==> config.mk <==
export PLATFORM = sky130hd
export DESIGN_NAME = csr_access_unit_flat
export DESIGN_NICKNAME = d
export VERILOG_FILES = /design/src/rtl/csr_access_unit_pkg.sv /design/src/rtl/csr_access_unit_if.sv /design/src/rtl/csr_access_unit_write_compute.sv /design/src/rtl/csr_access_unit.sv /design/src/flat_wrapper.sv
export SDC_FILE = /design/constraint.sdc
export NUM_CORES = 1
export LEC_CHECK = 0
export CORE_UTILIZATION = 48
export DETAILED_ROUTE_END_ITERATION = 12
export PLACE_DENSITY_LB_ADDON = 0.12
export SLEW_MARGIN = 20
export SYNTH_ARGS = -nofsm -noshare
export SYNTH_HDL_FRONTEND = slang
export SYNTH_SLANG_ARGS = --single-unit
==> constraint.sdc <==
create_clock -name clock -period 3.9 [get_ports clock]
set_input_delay 0.78 -clock clock [delete_from_list [all_inputs] [get_ports clock]]
set_output_delay 0.78 -clock clock [all_outputs]
set_load 0.01 [all_outputs]
==> src/rtl/csr_access_unit_pkg.sv <==
// Shared types for the CSR access unit.
//   destinationCSR_ : CSR file index encoding (read and write port index)
//   csrOp_          : Zicsr operation taken from funct3[1:0]
//   csrState_       : sequencer states
//   csrAddressDecode: CSR address -> {index, mapped, readOnlyZero}
package csr_access_unit_pkg;

    typedef enum logic [3:0] {
        CSR_MSTATUS  = 4'd0,
        CSR_MISA     = 4'd1,
        CSR_MIE      = 4'd2,
        CSR_MTVEC    = 4'd3,
        CSR_MSCRATCH = 4'd4,
        CSR_MEPC     = 4'd5,
        CSR_MCAUSE   = 4'd6,
        CSR_MTVAL    = 4'd7,
        CSR_MIP      = 4'd8,
        CSR_MCYCLE   = 4'd9,
        CSR_MINSTRET = 4'd10
    } destinationCSR_;

    // OP_NONE is the funct3[1:0] == 00 pattern, which is never a legal CSR op.
    typedef enum logic [1:0] {
        OP_NONE = 2'b00,
        OP_RW   = 2'b01,
        OP_RS   = 2'b10,
        OP_RC   = 2'b11
    } csrOp_;

    typedef enum logic [1:0] {
        ST_IDLE  = 2'd0,
        ST_READ  = 2'd1,
        ST_WRITE = 2'd2,
        ST_RESP  = 2'd3
    } csrState_;

    localparam logic [11:0] ADDR_MSTATUS  = 12'h300;
    localparam logic [11:0] ADDR_MISA     = 12'h301;
    localparam logic [11:0] ADDR_MIE      = 12'h304;
    localparam logic [11:0] ADDR_MTVEC    = 12'h305;
    localparam logic [11:0] ADDR_MSCRATCH = 12'h340;
    localparam logic [11:0] ADDR_MEPC     = 12'h341;
    localparam logic [11:0] ADDR_MCAUSE   = 12'h342;
    localparam logic [11:0] ADDR_MTVAL    = 12'h343;
    localparam logic [11:0] ADDR_MIP      = 12'h344;
    localparam logic [11:0] ADDR_MCYCLE   = 12'hB00;
    localparam logic [11:0] ADDR_MINSTRET = 12'hB02;
    localparam logic [11:0] ADDR_RO_FIRST = 12'hF11;
    localparam logic [11:0] ADDR_RO_LAST  = 12'hF14;

    typedef struct packed {
        destinationCSR_ index;
        logic           mapped;
        logic           readOnlyZero;
    } csr_decode_t;

    // Read-only-zero addresses count as mapped but never touch the CSR file.
    function automatic csr_decode_t csrAddressDecode(input logic [11:0] address);
        csr_decode_t result;
        result.index        = CSR_MSTATUS;
        result.mapped       = 1'b1;
        result.readOnlyZero = 1'b0;
        case (address)
            ADDR_MSTATUS:  result.index = CSR_MSTATUS;
            ADDR_MISA:     result.index = CSR_MISA;
            ADDR_MIE:      result.index = CSR_MIE;
            ADDR_MTVEC:    result.index = CSR_MTVEC;
            ADDR_MSCRATCH: result.index = CSR_MSCRATCH;
            ADDR_MEPC:     result.index = CSR_MEPC;
            ADDR_MCAUSE:   result.index = CSR_MCAUSE;
            ADDR_MTVAL:    result.index = CSR_MTVAL;
            ADDR_MIP:      result.index = CSR_MIP;
            ADDR_MCYCLE:   result.index = CSR_MCYCLE;
            ADDR_MINSTRET: result.index = CSR_MINSTRET;
            default: begin
                if (address >= ADDR_RO_FIRST && address <= ADDR_RO_LAST) begin
                    result.readOnlyZero = 1'b1;
                end else begin
                    result.mapped = 1'b0;
                end
            end
        endcase
        return result;
    endfunction

endpackage

==> src/rtl/csr_access_unit_if.sv <==
// Request/response bus of the CSR access unit.
//   master : the execute stage issuing CSR requests and taking results
//   slave  : the CSR access unit
interface csr_access_unit_if;
    logic        reqValid;
    logic        reqReady;
    logic [2:0]  reqFunct3;
    logic [11:0] reqAddress;
    logic [31:0] reqOperand;
    logic        reqSourceZero;
    logic        respValid;
    logic        respReady;
    logic [31:0] respData;
    logic        respIllegal;

    modport master (
        output reqValid, reqFunct3, reqAddress, reqOperand, reqSourceZero, respReady,
        input  reqReady, respValid, respData, respIllegal
    );

    modport slave (
        input  reqValid, reqFunct3, reqAddress, reqOperand, reqSourceZero, respReady,
        output reqReady, respValid, respData, respIllegal
    );
endinterface

==> src/rtl/csr_access_unit_write_compute.sv <==
// Combinational new-value computation for Zicsr ops.
//   op        : RW / RS / RC
//   old_value : current CSR value
//   operand   : rs1 value or zero-extended zimm
//   new_value : RW -> operand, RS -> old | operand, RC -> old & ~operand
module csr_access_unit_write_compute
    import csr_access_unit_pkg::*;
(
    input  csrOp_       op,
    input  logic [31:0] old_value,
    input  logic [31:0] operand,
    output logic [31:0] new_value
);

    generate
        for (genvar gi = 0; gi < 32; gi++) begin : g_bit
            assign new_value[gi] = (op == OP_RS) ? (old_value[gi] | operand[gi]) :
                                   (op == OP_RC) ? (old_value[gi] & ~operand[gi]) :
                                                   operand[gi];
        end
    endgenerate

endmodule

==> src/rtl/csr_access_unit.sv <==
// Zicsr sequencer: accepts one decoded CSR request, reads the CSR, computes
// the new value, issues at most one write and returns the old value.
//   clock, reset         : clock and synchronous active-high reset
//   bus (slave)          : request/response handshake
//   readCSR/csrReadData  : CSR file combinational read port
//   destinationCSR, csrWriteData, csrDestinationEnable : CSR file write port
//   controlReset         : trap flush, aborts any request in flight
//   mretSignal           : mret in progress, CSR file drops writes this cycle
module csr_access_unit
    import csr_access_unit_pkg::*;
(
    input  logic                clock,
    input  logic                reset,
    csr_access_unit_if.slave    bus,
    output destinationCSR_      readCSR,
    input  logic [31:0]         csrReadData,
    output destinationCSR_      destinationCSR,
    output logic [31:0]         csrWriteData,
    output logic                csrDestinationEnable,
    input  logic                controlReset,
    input  logic                mretSignal
);

    csrState_       state_reg, state_next;
    csrOp_          op_reg;
    logic [31:0]    operand_reg;
    logic           source_zero_reg;
    destinationCSR_ index_reg;
    logic           illegal_reg;
    logic           read_only_zero_reg;
    logic [31:0]    old_reg;
    logic [31:0]    new_reg;

    csr_decode_t    req_decode;
    csrOp_          req_op;
    logic           req_write_intent;
    logic           req_illegal;
    logic           accept;
    logic           write_intent;
    logic [31:0]    read_value;
    logic [31:0]    new_value;

    // Request decode, used only at the accept edge.
    always_comb begin
        req_decode       = csrAddressDecode(bus.reqAddress);
        req_op           = csrOp_'(bus.reqFunct3[1:0]);
        req_write_intent = (req_op == OP_RW) || !bus.reqSourceZero;
        req_illegal      = !req_decode.mapped
                        || (bus.reqFunct3 == 3'b000) || (bus.reqFunct3 == 3'b100)
                        || (req_decode.readOnlyZero && req_write_intent);
    end

    // A flush in the same cycle as an offered request blocks the handshake.
    assign bus.reqReady = (state_reg == ST_IDLE) && !controlReset;
    assign accept       = bus.reqValid && bus.reqReady;

    assign write_intent = (op_reg == OP_RW) || !source_zero_reg;
    assign read_value   = read_only_zero_reg ? 32'h0 : csrReadData;

    csr_access_unit_write_compute u_write_compute (
        .op        (op_reg),
        .old_value (read_value),
        .operand   (operand_reg),
        .new_value (new_value)
    );

    always_ff @(posedge clock) begin
        if (reset) begin
            state_reg <= ST_IDLE;
        end else begin
            state_reg <= state_next;
        end
    end

    always_comb begin
        state_next = state_reg;
        case (state_reg)
            ST_IDLE: begin
                if (accept) state_next = ST_READ;
            end
            ST_READ: begin
                if (controlReset)                     state_next = ST_IDLE;
                else if (write_intent && !illegal_reg) state_next = ST_WRITE;
                else                                  state_next = ST_RESP;
            end
            ST_WRITE: begin
                // A write landing under mret is dropped by the CSR file; retry.
                if (controlReset)     state_next = ST_IDLE;
                else if (!mretSignal) state_next = ST_RESP;
            end
            ST_RESP: begin
                if (controlReset)       state_next = ST_IDLE;
                else if (bus.respReady) state_next = ST_IDLE;
            end
            default: state_next = ST_IDLE;
        endcase
    end

    always_ff @(posedge clock) begin
        if (reset) begin
            op_reg             <= OP_NONE;
            operand_reg        <= 32'h0;
            source_zero_reg    <= 1'b0;
            index_reg          <= CSR_MSTATUS;
            illegal_reg        <= 1'b0;
            read_only_zero_reg <= 1'b0;
            old_reg            <= 32'h0;
            new_reg            <= 32'h0;
        end else begin
            if (accept) begin
                op_reg             <= req_op;
                operand_reg        <= bus.reqOperand;
                source_zero_reg    <= bus.reqSourceZero;
                index_reg          <= req_decode.index;
                illegal_reg        <= req_illegal;
                read_only_zero_reg <= req_decode.readOnlyZero;
            end
            // new_reg only changes in READ, so the write data is steady across WRITE.
            if (state_reg == ST_READ) begin
                old_reg <= illegal_reg ? 32'h0 : read_value;
                new_reg <= new_value;
            end
        end
    end

    assign readCSR              = index_reg;
    assign destinationCSR       = index_reg;
    assign csrWriteData         = new_reg;
    assign csrDestinationEnable = (state_reg == ST_WRITE);
    assign bus.respValid        = (state_reg == ST_RESP);
    assign bus.respData         = old_reg;
    assign bus.respIllegal      = (state_reg == ST_RESP) && illegal_reg;

endmodule

==> src/flat_wrapper.sv <==
// flat-port wrapper written by rule: the top's interface ports become plain ports
module csr_access_unit_flat import csr_access_unit_pkg::*;
  (clock, reset, readCSR, csrReadData, destinationCSR, csrWriteData, csrDestinationEnable, controlReset, mretSignal, bus_reqValid, bus_reqFunct3, bus_reqAddress, bus_reqOperand, bus_reqSourceZero, bus_respReady, bus_reqReady, bus_respValid, bus_respData, bus_respIllegal);
  csr_access_unit_if bus_i ();
  input  logic clock;
  input  logic reset;
  output destinationCSR_ readCSR;
  input  logic [31:0] csrReadData;
  output destinationCSR_ destinationCSR;
  output logic [31:0] csrWriteData;
  output logic csrDestinationEnable;
  input  logic controlReset;
  input  logic mretSignal;
  input wire logic [$bits(bus_i.reqValid)-1:0] bus_reqValid;
  input wire logic [$bits(bus_i.reqFunct3)-1:0] bus_reqFunct3;
  input wire logic [$bits(bus_i.reqAddress)-1:0] bus_reqAddress;
  input wire logic [$bits(bus_i.reqOperand)-1:0] bus_reqOperand;
  input wire logic [$bits(bus_i.reqSourceZero)-1:0] bus_reqSourceZero;
  input wire logic [$bits(bus_i.respReady)-1:0] bus_respReady;
  output wire logic [$bits(bus_i.reqReady)-1:0] bus_reqReady;
  output wire logic [$bits(bus_i.respValid)-1:0] bus_respValid;
  output wire logic [$bits(bus_i.respData)-1:0] bus_respData;
  output wire logic [$bits(bus_i.respIllegal)-1:0] bus_respIllegal;
  assign bus_i.reqValid = bus_reqValid;
  assign bus_i.reqFunct3 = bus_reqFunct3;
  assign bus_i.reqAddress = bus_reqAddress;
  assign bus_i.reqOperand = bus_reqOperand;
  assign bus_i.reqSourceZero = bus_reqSourceZero;
  assign bus_i.respReady = bus_respReady;
  assign bus_reqReady = bus_i.reqReady;
  assign bus_respValid = bus_i.respValid;
  assign bus_respData = bus_i.respData;
  assign bus_respIllegal = bus_i.respIllegal;
  csr_access_unit u_core (.clock(clock), .reset(reset), .bus(bus_i), .readCSR(readCSR), .csrReadData(csrReadData), .destinationCSR(destinationCSR), .csrWriteData(csrWriteData), .csrDestinationEnable(csrDestinationEnable), .controlReset(controlReset), .mretSignal(mretSignal));
endmodule
==> impl_metrics.csv <==
group,metric,value,unit
run_status,result_of_the_run,"finished, final reports clean",
routing,drt_iter0_drc,136,
synth,synth-compound-area-share,0.178,
routing,firstDrtPassIters,5,
die,floorplan.initialDensity,0.495,
synth,top_cells_by_area_in_the_synthesized_netlist,"sky130_fd_sc_hd__dfxtp_1 (50%), sky130_fd_sc_hd__nand2_1 (6.7%), sky130_fd_sc_hd__a211oi_1 (5.9%)",
die,pin_count,162,
cts,cts_root_buf,"sky130_fd_sc_hd__clkbuf_8",
timing,period_needed,2780,ps
synth,synth_top_area_share,0.497,
synth,ys_seq_elements,107,
timing,layout_setup_ws,1120,ps
timing,setup_viol,0,
die,row_count,34,
synth,mapped_cell_area,4310,µm²
final_layout,layout-area-overhead-vs-synth,41.6,%
die,fp.dieH,96.8,µm
global_routing,first_global_vias,3938,
synth,ys_top_cells_by_count,"sky130_fd_sc_hd__dfxtp_1 (107), sky130_fd_sc_hd__nand2_1 (77), sky130_fd_sc_hd__nor2_1 (67)",
synth,synth_fa_ha_area_frac,0,
final_layout,final_cell_count_no_fill,758,
cts,clk_pin_slew_worst_paths,100,ps
timing,slew_viol_final,0,
worst_setup_path,critPathCaptureType,"output pin",
synth,asyncSetResetFlopFracSynth,0,
synth,combinational_family_with_the_most_area_after_synthesis,"simple AND/OR/NAND/NOR gates",
cts,cts-root-to-sink-buffers,2,
die,design.die.area,9370,µm²
worst_hold_path,min-delay-path-class,"flop to flop",
timing,timing.slew.headroom,0.303,
global_routing,grt_use_total,0.251,
synth,postSynthCellCount,515,
timing,tightestPinTransition,1040,ps
synth,synth_area_leader_cell,"sky130_fd_sc_hd__dfxtp_1",
synth,yosys.area_share.simple,0.268,
pwr,cellPowerDensity,366,nW/µm²
routing,postRouteWirelength,11.6,mm
placed_design,preCtsSetupSlack,1080,ps
placed_design,dp.final_hpwl,7.79,mm
cts,tritoncts,"yes",
cts,postCtsHoldBufs,0,
pwr,peakVddDrop,0.000221,V
worst_setup_path,crit_path_max_fanout,4,
worst_setup_path,worstSetupPathType,"input pin to output pin",
pwr,leakage,2.09,nW
timing,grt_setup_unrepaired,"false",
timing,clock-skew-final,16.4,ps
final_layout,nets,731,
synth,postSynth.topFlopCell,"sky130_fd_sc_hd__dfxtp_1",
synth,postSynthAreaPerCell,8.38,µm²
placed_design,port_buffers,160,
synth,synth.net_count,601,
global_routing,grt_start_max_net_pins,65,
synth,number_of_flops_mapped_to_enable_cells_by_yosys,0,
timing,timing.setup.tns,0,ps
final_layout,finish.instance_area,6110,µm²
synth,post_synth_num_cell_types,33,
cts,cts_repair_resize_count,0,
routing,remaining_drc_errors,0,
placed_design,placed_cells,742,
global_routing,grt_overflow_total,0,
placed_design,post_dp_cell_area,5900,µm²
placed_design,gpl.final_weighted_congestion,0.784,
synth,synthXorXnorAreaFrac,0.00203,
synth,synthMostInstantiatedCell,"sky130_fd_sc_hd__dfxtp_1",
global_routing,grt_antenna_before_repair,0,
final_layout,final_layout_size_suffix_gt1_frac,0.0508,
die,die-width,96.8,µm
timing,finalCritPeriodShare,0.713,
cts,cts.repair_timing.setup_buffer_count,0,
worst_setup_path,cp.required,3120,ps
routing,vias_per_cell,5.49,
cts,cts_max_level,3,
timing,final_hold_viol_count,0,
global_routing,wire_length_of_the_first_global_routing_pass,19.3,mm
routing,detailroute.via_count,4162,
worst_setup_path,crit_arrival,2000,ps
timing,clock.fmax,359,MHz
flow_run,cap_viol_max_count,0,
cts,clk_latency,370,ps
die,core,8720,µm²
final_layout,antenna_cells,0,
cts,numCtsBuffers,9,
cts,clock_sink_count,107,
routing,ant_nets,0,
routing,avgRoutedWirePerCell,15.3,µm
synth,ys_seq_area_frac,0.497,
synth,synth.area.mux_share,0.00522,
synth,synthesis.yosys.warnings,0,
worst_setup_path,critical_path.startpoint_type,"input pin",
==> routing by layer <==
metal	GRT usage	vias to the layer above	wire, µm
met2	0.422	139	5620
met1	0.320	1952	5050
met4	0.0815	0	199
met5	0	-	0
li1	-	2058	-
met3	0.0520	13	695
==> placed cells by master (no fill, tap or decap), drive strengths merged, types with 2 or more instances in the layout <==
cell,n
a211oi,34
nand3,3
nor3b,33
a21oi,44
nor4b,2
buf,8
inv,6
nand2,77
nor3,37
nor2,67
o211ai,2
nand2b,6
and2,3
clkdlybuf4s50,159
or3b,3
nor2b,3
a22oi,32
clkbuf,9
dfxtp,107
==> power breakdown <==
| group | internal [mW] | switching (mW) |
|---|---|---|
| Combinational | 0.189 | 0.158 |
| Clock | 0.310 | 0.404 |
| Sequential | 1.14 | 0.0310 |
==> kinds of logic (layout without fill, tap and decap cells) <==
group / Yosys count / in the layout
xor+xnor: 1 / 1
buf+inv: 50 / 185
simple gates: 239 / 239
flops: 107 / 107
mux: 1 / 1
compound gates: 117 / 117
==> stage by stage <==
step                       util  hold WS (ps)  total power [mW]
after floorplan               -           437              1.35
after global placement    0.677           445              1.54
after detailed placement  0.677           457              1.55
after CTS                 0.700           472              2.25
after global routing      0.700           497              2.33
final                     0.700           466              2.23
==> critical path: stages <==
cell and delay (ps):
sky130_fd_sc_hd__clkdlybuf4s50_1 460, sky130_fd_sc_hd__nor3_1 190, sky130_fd_sc_hd__clkdlybuf4s50_1 570
==> final timing paths <==
kind,from,endpoint,slack (ps),cells after the start
worst min-delay path,u_core.source_zero_reg$_SDFFE_PP0P_,u_core.source_zero_reg$_SDFFE_PP0P_,470,2
worst min register to register,u_core.source_zero_reg$_SDFFE_PP0P_,u_core.source_zero_reg$_SDFFE_PP0P_,470,2
worst max register to register,u_core.state_reg[1]$_SDFFE_PP0P_,u_core.bus.respData[24]$_SDFFE_PP0P_,1770,5
worst max-delay path,controlReset,bus_reqReady,1120,3
==> area by class of cell <==
class / instances / area [µm²]
Clock buffer: 9 / 124
Clock inverter: 7 / 82.6
Fill cell: 716 / 2610
Inverter: 2 / 7.51
Multi-Input combinational cell: 358 / 1960
Sequential cell: 107 / 2140
Tap cell: 108 / 135
Timing Repair Buffer: 167 / 1650
Note: power is estimated with default switching activity, not from simulation.
